## config.mk

```make
export PLATFORM = sky130hd
export DESIGN_NAME = mem_port_arbiter
export DESIGN_NICKNAME = d
export VERILOG_FILES = /design/src/rtl/mem_port_arbiter.sv
export SDC_FILE = /design/constraint.sdc
export NUM_CORES = 1
export LEC_CHECK = 0
export CAP_MARGIN = 10
export CORE_AREA = 4 4 195 197
export CTS_BUF_LIST = sky130_fd_sc_hd__clkbuf_4 sky130_fd_sc_hd__clkbuf_8
export CTS_CLUSTER_DIAMETER = 50
export DETAILED_ROUTE_END_ITERATION = 6
export DIE_AREA = 0 0 199 201
export GPL_TIMING_DRIVEN = 0
export HOLD_SLACK_MARGIN = 0.08
export PLACE_DENSITY_LB_ADDON = 0.12
export SYNTH_ARGS = -nofsm -noshare
export SYNTH_HDL_FRONTEND = slang
export SYNTH_SLANG_ARGS = --single-unit
```

## constraint.sdc

```tcl
create_clock -name clk -period 8.55 [get_ports clk]
set_input_delay 1.71 -clock clk [delete_from_list [all_inputs] [get_ports clk]]
set_output_delay 1.71 -clock clk [all_outputs]
set_load 0.02 [all_outputs]
```

## src/rtl/mem_port_arbiter.sv

```systemverilog
// rtl/mem_port_arbiter.sv - shared 64-bit memory port arbiter between instruction fetch and load/store access
// Optional feature: MEM_MISALIGN_TRAP_EN traps misaligned data accesses instead of issuing them.
module mem_port_arbiter #(
  parameter int XLEN    = 64,
  parameter int TIMEOUT = 255
) (
  input  logic              clk,
  input  logic              reset,
  input  logic              fetch_req,
  input  logic [XLEN-1:0]   fetch_addr,
  output logic              fetch_rvalid,
  output logic [31:0]       fetch_rdata,
  input  logic              data_req,
  input  logic              data_we,
  input  logic [2:0]        data_funct3,
  input  logic [XLEN-1:0]   data_addr,
  input  logic [XLEN-1:0]   data_wdata,
  output logic              data_rvalid,
  output logic [XLEN-1:0]   data_rdata,
  output logic              bus_err,
  output logic              mem_req,
  output logic              mem_we,
  output logic [XLEN-1:0]   mem_addr,
  output logic [XLEN/8-1:0] mem_be,
  output logic [XLEN-1:0]   mem_wdata,
  input  logic              mem_ready,
  input  logic              mem_rvalid,
  input  logic [XLEN-1:0]   mem_rdata,
`ifdef MEM_MISALIGN_TRAP_EN
  output logic              misalign,
`endif
  output logic              stall_f,
  output logic              stall_m
);

  localparam int LANES = XLEN / 8;
  localparam int OB    = $clog2(LANES);
  localparam int CW    = (TIMEOUT > 0) ? $clog2(TIMEOUT + 1) : 1;

  typedef enum logic [2:0] {S_IDLE, S_REQ_F, S_REQ_D, S_WAIT_F, S_WAIT_D} state_t;

  state_t            state_q, nxt_state;
  logic              owner_q, nxt_owner;   // 1 = data owned the port last
  logic [CW-1:0]     cnt_q, nxt_cnt;
  logic [XLEN-1:0]   addr_q, nxt_addr;
  logic              we_q, nxt_we;
  logic [LANES-1:0]  be_q, nxt_be;
  logic [XLEN-1:0]   wdata_q, nxt_wdata;
  logic [OB-1:0]     off_q, nxt_off;
  logic [2:0]        f3_q, nxt_f3;
  logic              nxt_fetch_rvalid, nxt_data_rvalid, nxt_bus_err;
  logic [31:0]       nxt_fetch_rdata;
  logic [XLEN-1:0]   nxt_data_rdata;
`ifdef MEM_MISALIGN_TRAP_EN
  logic              nxt_misalign;
  logic              d_mis;
`endif

  logic              f_want, d_want, tmo, issue_d;
  logic [OB-1:0]     amask, d_off, f_off;
  logic [LANES-1:0]  be_base;
  logic [XLEN-1:0]   shifted, ld_val;

  // A requester whose response is pulsing this cycle is still holding req; don't regrant it.
  assign f_want  = fetch_req & ~fetch_rvalid;
  assign d_want  = data_req & ~data_rvalid;
  assign stall_f = f_want;
  assign stall_m = d_want;

  assign mem_req   = (state_q == S_REQ_F) || (state_q == S_REQ_D);
  assign mem_we    = mem_req & we_q;
  assign mem_addr  = addr_q;
  assign mem_be    = be_q;
  assign mem_wdata = wdata_q;

  assign tmo = (TIMEOUT != 0) && (cnt_q == CW'(TIMEOUT));

  always_comb begin
    amask   = '0;
    be_base = LANES'(1);
    case (data_funct3[1:0])
      2'b00: begin amask = '0;      be_base = LANES'(1);  end
      2'b01: begin amask = OB'(1);  be_base = LANES'(3);  end
      2'b10: begin amask = OB'(3);  be_base = LANES'(15); end
      default: begin amask = '1;    be_base = '1;         end
    endcase
  end

  assign d_off = data_addr[OB-1:0] & ~amask;
  assign f_off = fetch_addr[OB-1:0] & ~OB'(3);
`ifdef MEM_MISALIGN_TRAP_EN
  assign d_mis = |(data_addr[OB-1:0] & amask);
`endif

  assign shifted = mem_rdata >> {off_q, 3'b000};

  always_comb begin
    ld_val = shifted;
    case (f3_q)
      3'b000: ld_val = {{(XLEN-8){shifted[7]}}, shifted[7:0]};
      3'b001: ld_val = {{(XLEN-16){shifted[15]}}, shifted[15:0]};
      3'b010: ld_val = {{(XLEN-32){shifted[31]}}, shifted[31:0]};
      3'b100: ld_val = {{(XLEN-8){1'b0}}, shifted[7:0]};
      3'b101: ld_val = {{(XLEN-16){1'b0}}, shifted[15:0]};
      3'b110: ld_val = {{(XLEN-32){1'b0}}, shifted[31:0]};
      default: ld_val = shifted;
    endcase
  end

  always_comb begin
    nxt_state        = state_q;
    nxt_owner        = owner_q;
    nxt_addr         = addr_q;
    nxt_we           = we_q;
    nxt_be           = be_q;
    nxt_wdata        = wdata_q;
    nxt_off          = off_q;
    nxt_f3           = f3_q;
    nxt_fetch_rvalid = 1'b0;
    nxt_data_rvalid  = 1'b0;
    nxt_bus_err      = 1'b0;
    nxt_fetch_rdata  = fetch_rdata;
    nxt_data_rdata   = data_rdata;
    issue_d          = 1'b0;
`ifdef MEM_MISALIGN_TRAP_EN
    nxt_misalign     = 1'b0;
`endif
    case (state_q)
      S_IDLE: begin
        if (d_want && (!f_want || !owner_q)) begin
          nxt_owner = 1'b1;
`ifdef MEM_MISALIGN_TRAP_EN
          if (d_mis) begin
            nxt_data_rvalid = 1'b1;
            nxt_bus_err     = 1'b1;
            nxt_misalign    = 1'b1;
            nxt_data_rdata  = '0;
          end else begin
            issue_d = 1'b1;
          end
`else
          issue_d = 1'b1;
`endif
        end else if (f_want) begin
          nxt_owner = 1'b0;
          nxt_state = S_REQ_F;
          nxt_addr  = {fetch_addr[XLEN-1:OB], {OB{1'b0}}};
          nxt_we    = 1'b0;
          nxt_be    = LANES'(15) << f_off;
          nxt_wdata = '0;
          nxt_off   = f_off;
          nxt_f3    = 3'b110;
        end
        if (issue_d) begin
          nxt_state = S_REQ_D;
          nxt_addr  = {data_addr[XLEN-1:OB], {OB{1'b0}}};
          nxt_we    = data_we;
          nxt_be    = be_base << d_off;
          nxt_wdata = data_wdata << {d_off, 3'b000};
          nxt_off   = d_off;
          nxt_f3    = data_funct3;
        end
      end
      S_REQ_F: if (mem_ready) nxt_state = S_WAIT_F;
      S_REQ_D: if (mem_ready) nxt_state = S_WAIT_D;
      S_WAIT_F: begin
        if (mem_rvalid) begin
          nxt_state        = S_IDLE;
          nxt_fetch_rvalid = 1'b1;
          nxt_fetch_rdata  = shifted[31:0];
        end
      end
      S_WAIT_D: begin
        if (mem_rvalid) begin
          nxt_state       = S_IDLE;
          nxt_data_rvalid = 1'b1;
          nxt_data_rdata  = we_q ? '0 : ld_val;
        end
      end
      default: nxt_state = S_IDLE;
    endcase

    // Timeout only fires when the transaction made no progress this cycle.
    if (state_q != S_IDLE && nxt_state == state_q && tmo) begin
      nxt_state   = S_IDLE;
      nxt_bus_err = 1'b1;
      if (state_q == S_REQ_F || state_q == S_WAIT_F) begin
        nxt_fetch_rvalid = 1'b1;
        nxt_fetch_rdata  = '0;
      end else begin
        nxt_data_rvalid = 1'b1;
        nxt_data_rdata  = '0;
      end
    end

    nxt_cnt = (state_q != S_IDLE && nxt_state == state_q) ? cnt_q + CW'(1) : '0;
  end

  always_ff @(posedge clk or posedge reset) begin
    if (reset) begin
      state_q      <= S_IDLE;
      owner_q      <= 1'b1;
      cnt_q        <= '0;
      addr_q       <= '0;
      we_q         <= 1'b0;
      be_q         <= '0;
      wdata_q      <= '0;
      off_q        <= '0;
      f3_q         <= '0;
      fetch_rvalid <= 1'b0;
      data_rvalid  <= 1'b0;
      bus_err      <= 1'b0;
      fetch_rdata  <= '0;
      data_rdata   <= '0;
`ifdef MEM_MISALIGN_TRAP_EN
      misalign     <= 1'b0;
`endif
    end else begin
      state_q      <= nxt_state;
      owner_q      <= nxt_owner;
      cnt_q        <= nxt_cnt;
      addr_q       <= nxt_addr;
      we_q         <= nxt_we;
      be_q         <= nxt_be;
      wdata_q      <= nxt_wdata;
      off_q        <= nxt_off;
      f3_q         <= nxt_f3;
      fetch_rvalid <= nxt_fetch_rvalid;
      data_rvalid  <= nxt_data_rvalid;
      bus_err      <= nxt_bus_err;
      fetch_rdata  <= nxt_fetch_rdata;
      data_rdata   <= nxt_data_rdata;
`ifdef MEM_MISALIGN_TRAP_EN
      misalign     <= nxt_misalign;
`endif
    end
  end

endmodule

```

==> impl_metrics.json, run 1 <==
{
  "synthFlopType": "dfrtp_1",
  "finalClockSkew_ns": 0.03573,
  "wl_per_cell_um": 24.40,
  "final_layout_size_suffix_gt1_share_pct": 9.674,
  "yosysUniqueCellTypes": 76,
  "ys_ff_latch": 251,
  "timing.rr.end": "mem_be[0]",
  "clock-sinks": 251,
  "cp-end-kind": "output port",
  "crit_required_ns": 6.84,
  "cts_tree": "built",
  "p_per_area_mw_per_mm2": 355.4,
  "rrSetupSlack_ns": 5.78,
  "preCtsSetupSlack_ns": 3.461,
  "clk_pin_slew_worst_paths_ns": 0.06,
  "final.fill_count": 3373,
  "ctsHoldBuffers": 0,
  "clk_latency_ns": 0.58,
  "reg2regPathDepth": 7,
  "cp_max_fo": 5,
  "tns_ns": 0,
  "fp.dieW_um": 199,
  "std_cell_rows": 70,
  "syn_inst": 1411,
  "fin_crit_sh_pct": 59.43,
  "viasPerCell": 5.591,
  "grt_max_degree": 42,
  "start_util_pct": 37.02,
  "die_h_um": 201,
  "static-leakage-power_uw": 0.008344,
  "yosysWarnings": 0,
  "io_pins": 505,
  "yosys.area.top_type": "dfrtp_1",
  "hold_path_class": "register to register",
  "fmax_ghz": 0.1968,
  "utilization_pct": 55.52,
  "whs_path_depth": 2,
  "io_buffers": 498,
  "syn_area_per_cell_um2": 9.512,
  "worstMarginPinSlew_ns": 1.067,
  "setup_ws_ns": 3.469,
  "crit_type": "input port to output port",
  "synth.yosys.seq_area_share_pct": 46.81,
  "syn_to_final_growth_pct": 49.99,
  "slew_viol_final": 0,
  "vias": 13790,
  "syn-cell-area_mm2": 0.01342,
  "first_pass_iters": 5,
  "hold_start": "mem_wdata[58]",
  "grt-ovfl-total": 0,
  "vdd_drop_max_uv": 198.3,
  "worstHoldEndpoint": "mem_wdata[58]",
  "cp-start-kind": "input port",
  "hold_viol": 0,
  "dieArea_mm2": 0.04000,
  "grt_pass1_wl_mm": 88.93,
  "first_iter_violations": 1134,
  "grt_pass1_vias": 14040,
  "dp_hpwl_mm": 47.59,
  "coreArea_mm2": 0.03626,
  "outcome": "completed",
  "routabilityCongestion": 0.9547,
  "synth_edf_count": 0,
  "cts_setup_buffers": 0,
  "rsz0062_at_grt": "no",
  "clockBufferDepth": 3,
  "synthTopCellsByArea": "dfrtp_1, mux2i_1, nand2_1, nor2_1, a31oi_1",
  "cp.arrival_ns": 3.37,
  "setup-violations-final": 0,
  "fin_crit_ns": 5.081,
  "cts.htree.levels": 2,
  "drc": 0,
  "maxCapViolations": 0,
  "relSlewSlack_pct": 28.25,
  "grt_usage_pct": 28.92,
  "ant_nets": 0,
  "cts_buffers": 45,
  "power_uw": 7154,
  "drt_wl_total_mm": 60.17,
  "antenna_found_initial": 5,
  "final_nets": 2231,
  "synthArstFlopShare_pct": 100.0,
  "ctsResizeCount": 0,
  "crit-reg2reg-launch": "data_rvalid",
  "netlist.area_leader.share_pct": 46.61,
  "root_buffer": "clkbuf_8"
}
stage by stage:
| step | hold slack (ns) | std cells | area [um2] |
|---|---|---|---|
| 2_1_floorplan | 0.4464 | 1413 | 13430 |
| 3_3_place_gp | 0.4542 | 2379 | 19000 |
| 3_5_place_dp | 0.4630 | 2385 | 19120 |
| 4_1_cts | 0.4775 | 2463 | 20120 |
| 5_1_grt | 0.4998 | 2465 | 20130 |
| 6_report | 0.4736 | 2466 | 20130 |
cells by family (layout without fill, tap and decap cells):
family | after synthesis | in the layout | synth area share (%)
xor+xnor | 7 | 7 | 0.4568
simple gates | 480 | 480 | 15.00
flops | 251 | 251 | 46.81
buf+inv | 144 | 726 | 4.801
other cells | 1 | 6 | 0.02794
mux | 141 | 141 | 11.55
fa+ha+maj | 1 | 1 | 0.09321
compound gates | 386 | 386 | 21.26
cell usage after synthesis, types with 5 or more instances:
master / instances
o31a_1: 7
o221ai_1: 12
o2bb2ai_1: 9
nor2_1: 144
a222oi_1: 8
nor2b_1: 7
mux2_2: 26
a31o_2: 8
buf_2: 34
a31oi_1: 64
nand3_1: 18
mux4_2: 8
inv_1: 17
o22ai_1: 12
dfrtp_1: 250
a221o_1: 6
a22oi_1: 25
o21ai_0: 42
clkbuf_1: 75
a2111oi_0: 8
nand2_1: 253
a21o_1: 7
a2bb2oi_1: 15
and2_1: 6
a32o_1: 26
a21oi_1: 53
a211oi_1: 11
buf_1: 5
nor3_1: 18
buf_4: 5
buf_6: 5
mux2i_1: 105
o211ai_1: 7
a32oi_1: 8
nand2b_1: 7
a22o_1: 44
power by group:
part	leakage [uW]	switching (uW)	internal (uW)
combinational	0.00468	2190	1660
sequential	0.00313	331	1700
clock	0.000527	526	748
placed cells by master (no fill, tap or decap), drive strengths merged, types with 7 or more instances in the layout:
| master | instances |
|---|---|
| buf | 55 |
| o21ai | 43 |
| o2bb2ai | 9 |
| a222oi | 8 |
| a31o | 8 |
| a2111oi | 9 |
| a32o | 26 |
| and2 | 7 |
| nor2b | 7 |
| mux4 | 8 |
| o22ai | 13 |
| a22o | 44 |
| a21oi | 53 |
| inv | 20 |
| a21o | 7 |
| o31a | 7 |
| mux2i | 105 |
| dfrtp | 250 |
| clkbuf | 140 |
| nor2 | 145 |
| clkdlybuf4s50 | 498 |
| a211oi | 13 |
| nor3 | 20 |
| mux2 | 28 |
| nand2 | 253 |
| a22oi | 25 |
| o221ai | 12 |
| a31oi | 64 |
| nand3 | 18 |
| nand2b | 7 |
| o211ai | 7 |
| a2bb2oi | 15 |
| a32oi | 8 |
flip-flops by register name (all words and copies together), names as in the netlist:
signal,count
we_q,1
mem_be,8
state_q,3
fetch_rdata,32
owner_q,1
off_q,3
f3_q,3
data_rdata,64
mem_addr,61
fetch_rvalid,1
data_rvalid,1
bus_err,1
mem_wdata,64
cnt_q,8
layout make-up:
cell class / instances / area [um2] / share of cell area (%)
clock buffer: 63 / 785.8 / 3.903
tap: 468 / 585.6 / 2.909
timing repair buffer: 504 / 5105 / 25.36
buffer: 126 / 576.8 / 2.865
sequential: 251 / 6282 / 31.21
inverter: 18 / 71.32 / 0.3543
clock inverter: 15 / 214.0 / 1.063
antenna: 3 / 7.507 / 0.03729
multi-input combinational: 1018 / 6502 / 32.30
how the worst max path moves through the flow:
stage | from | end | slack (ns)
6_report | fetch_req | stall_f | 3.47
5_1_grt | data_req | stall_m | 3.40
3_3_place_gp | reset | mem_addr[31] | 1.43
2_1_floorplan | reset | bus_err | 3.54
4_1_cts | fetch_req | stall_f | 3.46
3_5_place_dp | data_req | stall_m | 3.46
critical path, stage by stage:
cell and delay (ns):
clkdlybuf4s50_1 0.47, nor2b_1 0.44, clkdlybuf4s50_1 0.74
routing by layer:
| layer | track usage, % | vias up | routed length (um) |
|---|---|---|---|
| met1 | 36.19 | 6738 | 23570 |
| met4 | 10.21 | 6 | 2231 |
| met3 | 6.747 | 111 | 4970 |
| li1 | - | 6252 | - |
| met5 | 0 | - | 41 |
| met2 | 48.94 | 680 | 29350 |
Note: power is estimated with default switching activity, not from simulation.
==> inputs of run 2 (changes only) <==
==> constraint.sdc (replaced) <==
create_clock -name clk -period 4.5 [get_ports clk]
set_input_delay 0.9 -clock clk [delete_from_list [all_inputs] [get_ports clk]]
set_output_delay 0.9 -clock clk [all_outputs]
set_load 0.02 [all_outputs]
==> results of run 2 <==
Same layout as run 1 (identical final DEF). Status: completed.
Among the figures that moved: setup slack after placement 3.461 ns -> 0.6799 ns; setup slack after layout 3.469 ns -> 1.039 ns; register-to-register setup slack 5.78 ns -> 1.73 ns; total power 7154 uW -> 13590 uW; worst IR drop on VDD 198.3 uV -> 376.7 uV
==> inputs of run 3 (changes only) <==
--- a/config.mk
+++ b/config.mk
@@ -6,11 +6,11 @@
 export NUM_CORES = 1
 export LEC_CHECK = 0
 export CAP_MARGIN = 10
-export CORE_AREA = 4 4 195 197
+export CORE_AREA = 4 4 192 194
 export CTS_BUF_LIST = sky130_fd_sc_hd__clkbuf_4 sky130_fd_sc_hd__clkbuf_8
 export CTS_CLUSTER_DIAMETER = 50
 export DETAILED_ROUTE_END_ITERATION = 6
-export DIE_AREA = 0 0 199 201
+export DIE_AREA = 0 0 196 198
 export GPL_TIMING_DRIVEN = 0
 export HOLD_SLACK_MARGIN = 0.08
 export PLACE_DENSITY_LB_ADDON = 0.12
==> constraint.sdc (replaced) <==
create_clock -name clk -period 3.63 [get_ports clk]
set_input_delay 0.726 -clock clk [delete_from_list [all_inputs] [get_ports clk]]
set_output_delay 0.726 -clock clk [all_outputs]
set_load 0.02 [all_outputs]
==> run 3 against run 2 <==
Effect of this change:
- sequential share of layout area down 0.17 points
- highest routed layer unchanged
- setup slack worse by 0.49 ns
- critical path depth up 3
- sequential cell count unchanged
- clock skew down 0.017 ns
- cell area up 0.55%
- die area down 3.0%
- global-route usage up 0.15 points
- largest power group unchanged
- core utilization up 1.9 points
- wire length down 1.5%
==> impl_metrics.json, run 3 (synthesis gave the netlist of run 1 again) <==
{
  "die_h_um": 198,
  "slew_viol_final": 0,
  "crit_required_ns": 2.90,
  "power_uw": 17040,
  "cp-end-kind": "output port",
  "clock-sinks": 251,
  "drc": 0,
  "dp.cells": 2378,
  "grt-ovfl-total": 0,
  "io_buffers": 498,
  "cts_buffers": 45,
  "hold_start": "mem_wdata[57]",
  "antenna_found_initial": 4,
  "cp.arrival_ns": 2.36,
  "io_pins": 505,
  "rsz0062_at_grt": "no",
  "stdcell_count": 2465,
  "drt_wl_total_mm": 59.28,
  "grt_pass1_vias": 13820,
  "clk_pin_slew_worst_paths_ns": 0.06,
  "grt_usage_pct": 29.08,
  "p_per_area_mw_per_mm2": 842.1,
  "coreArea_mm2": 0.03522,
  "final_common_cell": "clkdlybuf4s50_1",
  "whs_ns": 0.4665,
  "hold_viol": 0,
  "fin_crit_ns": 3.081,
  "wl_per_cell_um": 24.05,
  "crit_start": "state_q[0]",
  "vdd_drop_max_uv": 392.7,
  "ant_nets": 0,
  "routabilityCongestion": 0.9744,
  "setup-violations-final": 0,
  "worstMarginPinSlew_ns": 1.074,
  "cp_cell_sequence": "buf_2 -> buf_2 -> xnor2_1 -> nor2_1 -> and2_1 -> clkdlybuf4s50_1",
  "hold_path_class": "register to register",
  "crit-reg2reg-launch": "off_q[0]",
  "vias": 13670,
  "max_stage_delay_ns": 0.62,
  "maxCapViolations": 0,
  "crit_type": "register to output port",
  "relSlewSlack_pct": 27.82,
  "final.fill_count": 3211,
  "slowest_stage": "clkdlybuf4s50_1",
  "final_cell_mix": "clkdlybuf4s50_1, nand2_1, dfrtp_1, nor2_1, mux2i_1",
  "static-leakage-power_uw": 0.008394,
  "cts_setup_buffers": 0,
  "first_pass_iters": 6,
  "cp_max_fo": 10,
  "cp-start-kind": "register",
  "cts.htree.levels": 2,
  "std_cell_rows": 69,
  "grt_max_degree": 41,
  "dieArea_mm2": 0.03881,
  "cts_tree": "built",
  "grt_pass1_wl_mm": 87.12,
  "clockBufferDepth": 3,
  "first_iter_violations": 940,
  "clk_latency_ns": 0.56,
  "final_layout_size_suffix_gt1_share_pct": 9.945,
  "fp.dieW_um": 196,
  "syn_to_final_growth_pct": 50.81,
  "outcome": "completed",
  "final_nets": 2231,
  "dp_hpwl_mm": 46.82,
  "root_buffer": "clkbuf_8",
  "fmax_ghz": 0.3246,
  "ctsHoldBuffers": 0,
  "tns_ns": 0,
  "ctsResizeCount": 0,
  "finalClockSkew_ns": 0.01899,
  "critical_path.most_common_cell": "buf_2",
  "start_util_pct": 38.10,
  "viasPerCell": 5.544,
  "fin_crit_sh_pct": 84.88
}
==> run 3: path summary, 6_finish.rpt <==
check                      slack [ns]  depth (start not counted)              to
min in group asynchronous        0.74                          2  data_rdata[60]
max reg2reg                      0.75                          8  data_rdata[19]
max in group asynchronous        1.88                          4         owner_q
min reg2reg                      0.47                          2   mem_wdata[57]
min                              0.47                          2   mem_wdata[57]
max                              0.55                          6          mem_we
==> run 3: metrics by stage <==
stage | worst slack [ns] | area [um2] | util [%]
finish | 0.5489 | 20240 | 57.46
global route | 0.4116 | 20240 | 57.45
CTS | 0.5046 | 20230 | 57.44
detailed placement | 0.1142 | 19110 | 54.27
global placement | -2.458 | 18990 | 53.93
floorplan | -0.3969 | 13430 | -
==> run 3: routing by layer <==
metal | GRT usage [%] | wire length [um] | part of all wire, % | vias to the layer above
met1 | 36.93 | 23760 | 40 | 6618
met5 | 0 | 22 | 0.037 | -
li1 | - | - | - | 6244
met2 | 48.10 | 28250 | 48 | 682
met4 | 10.76 | 2224 | 3.8 | 4
met3 | 7.606 | 5020 | 8.5 | 117
==> run 3: layout make-up <==
type | instances | area (um2) | share of cell area, %
multi-input cells | 1018 | 6502 | 32.13
flip-flops and latches | 251 | 6282 | 31.04
repair buffers | 504 | 5105 | 25.22
clock buffers | 67 | 890.9 | 4.401
plain buffers | 126 | 576.8 | 2.850
well taps | 461 | 576.8 | 2.850
clock inverters | 17 | 227.7 | 1.125
inverters | 18 | 71.32 | 0.3524
diodes | 3 | 7.507 | 0.03709
==> run 3: worst max-delay path, delay by kind of cell (launching register included) <==
family	cells	cell delay [ns]
XOR/XNOR	1	0.14
flip-flops	1	0.35
AND/OR/NAND/NOR	2	0.31
buffers and inverters	3	0.99
==> run 3: power by group <==
group | total [uW] | leakage, uW | switching [uW] | internal (uW)
Sequential | 4780 | 0.00313 | 785 | 3990
Clock | 3220 | 0.000577 | 1270 | 1940
Combinational | 9050 | 0.00468 | 5130 | 3910
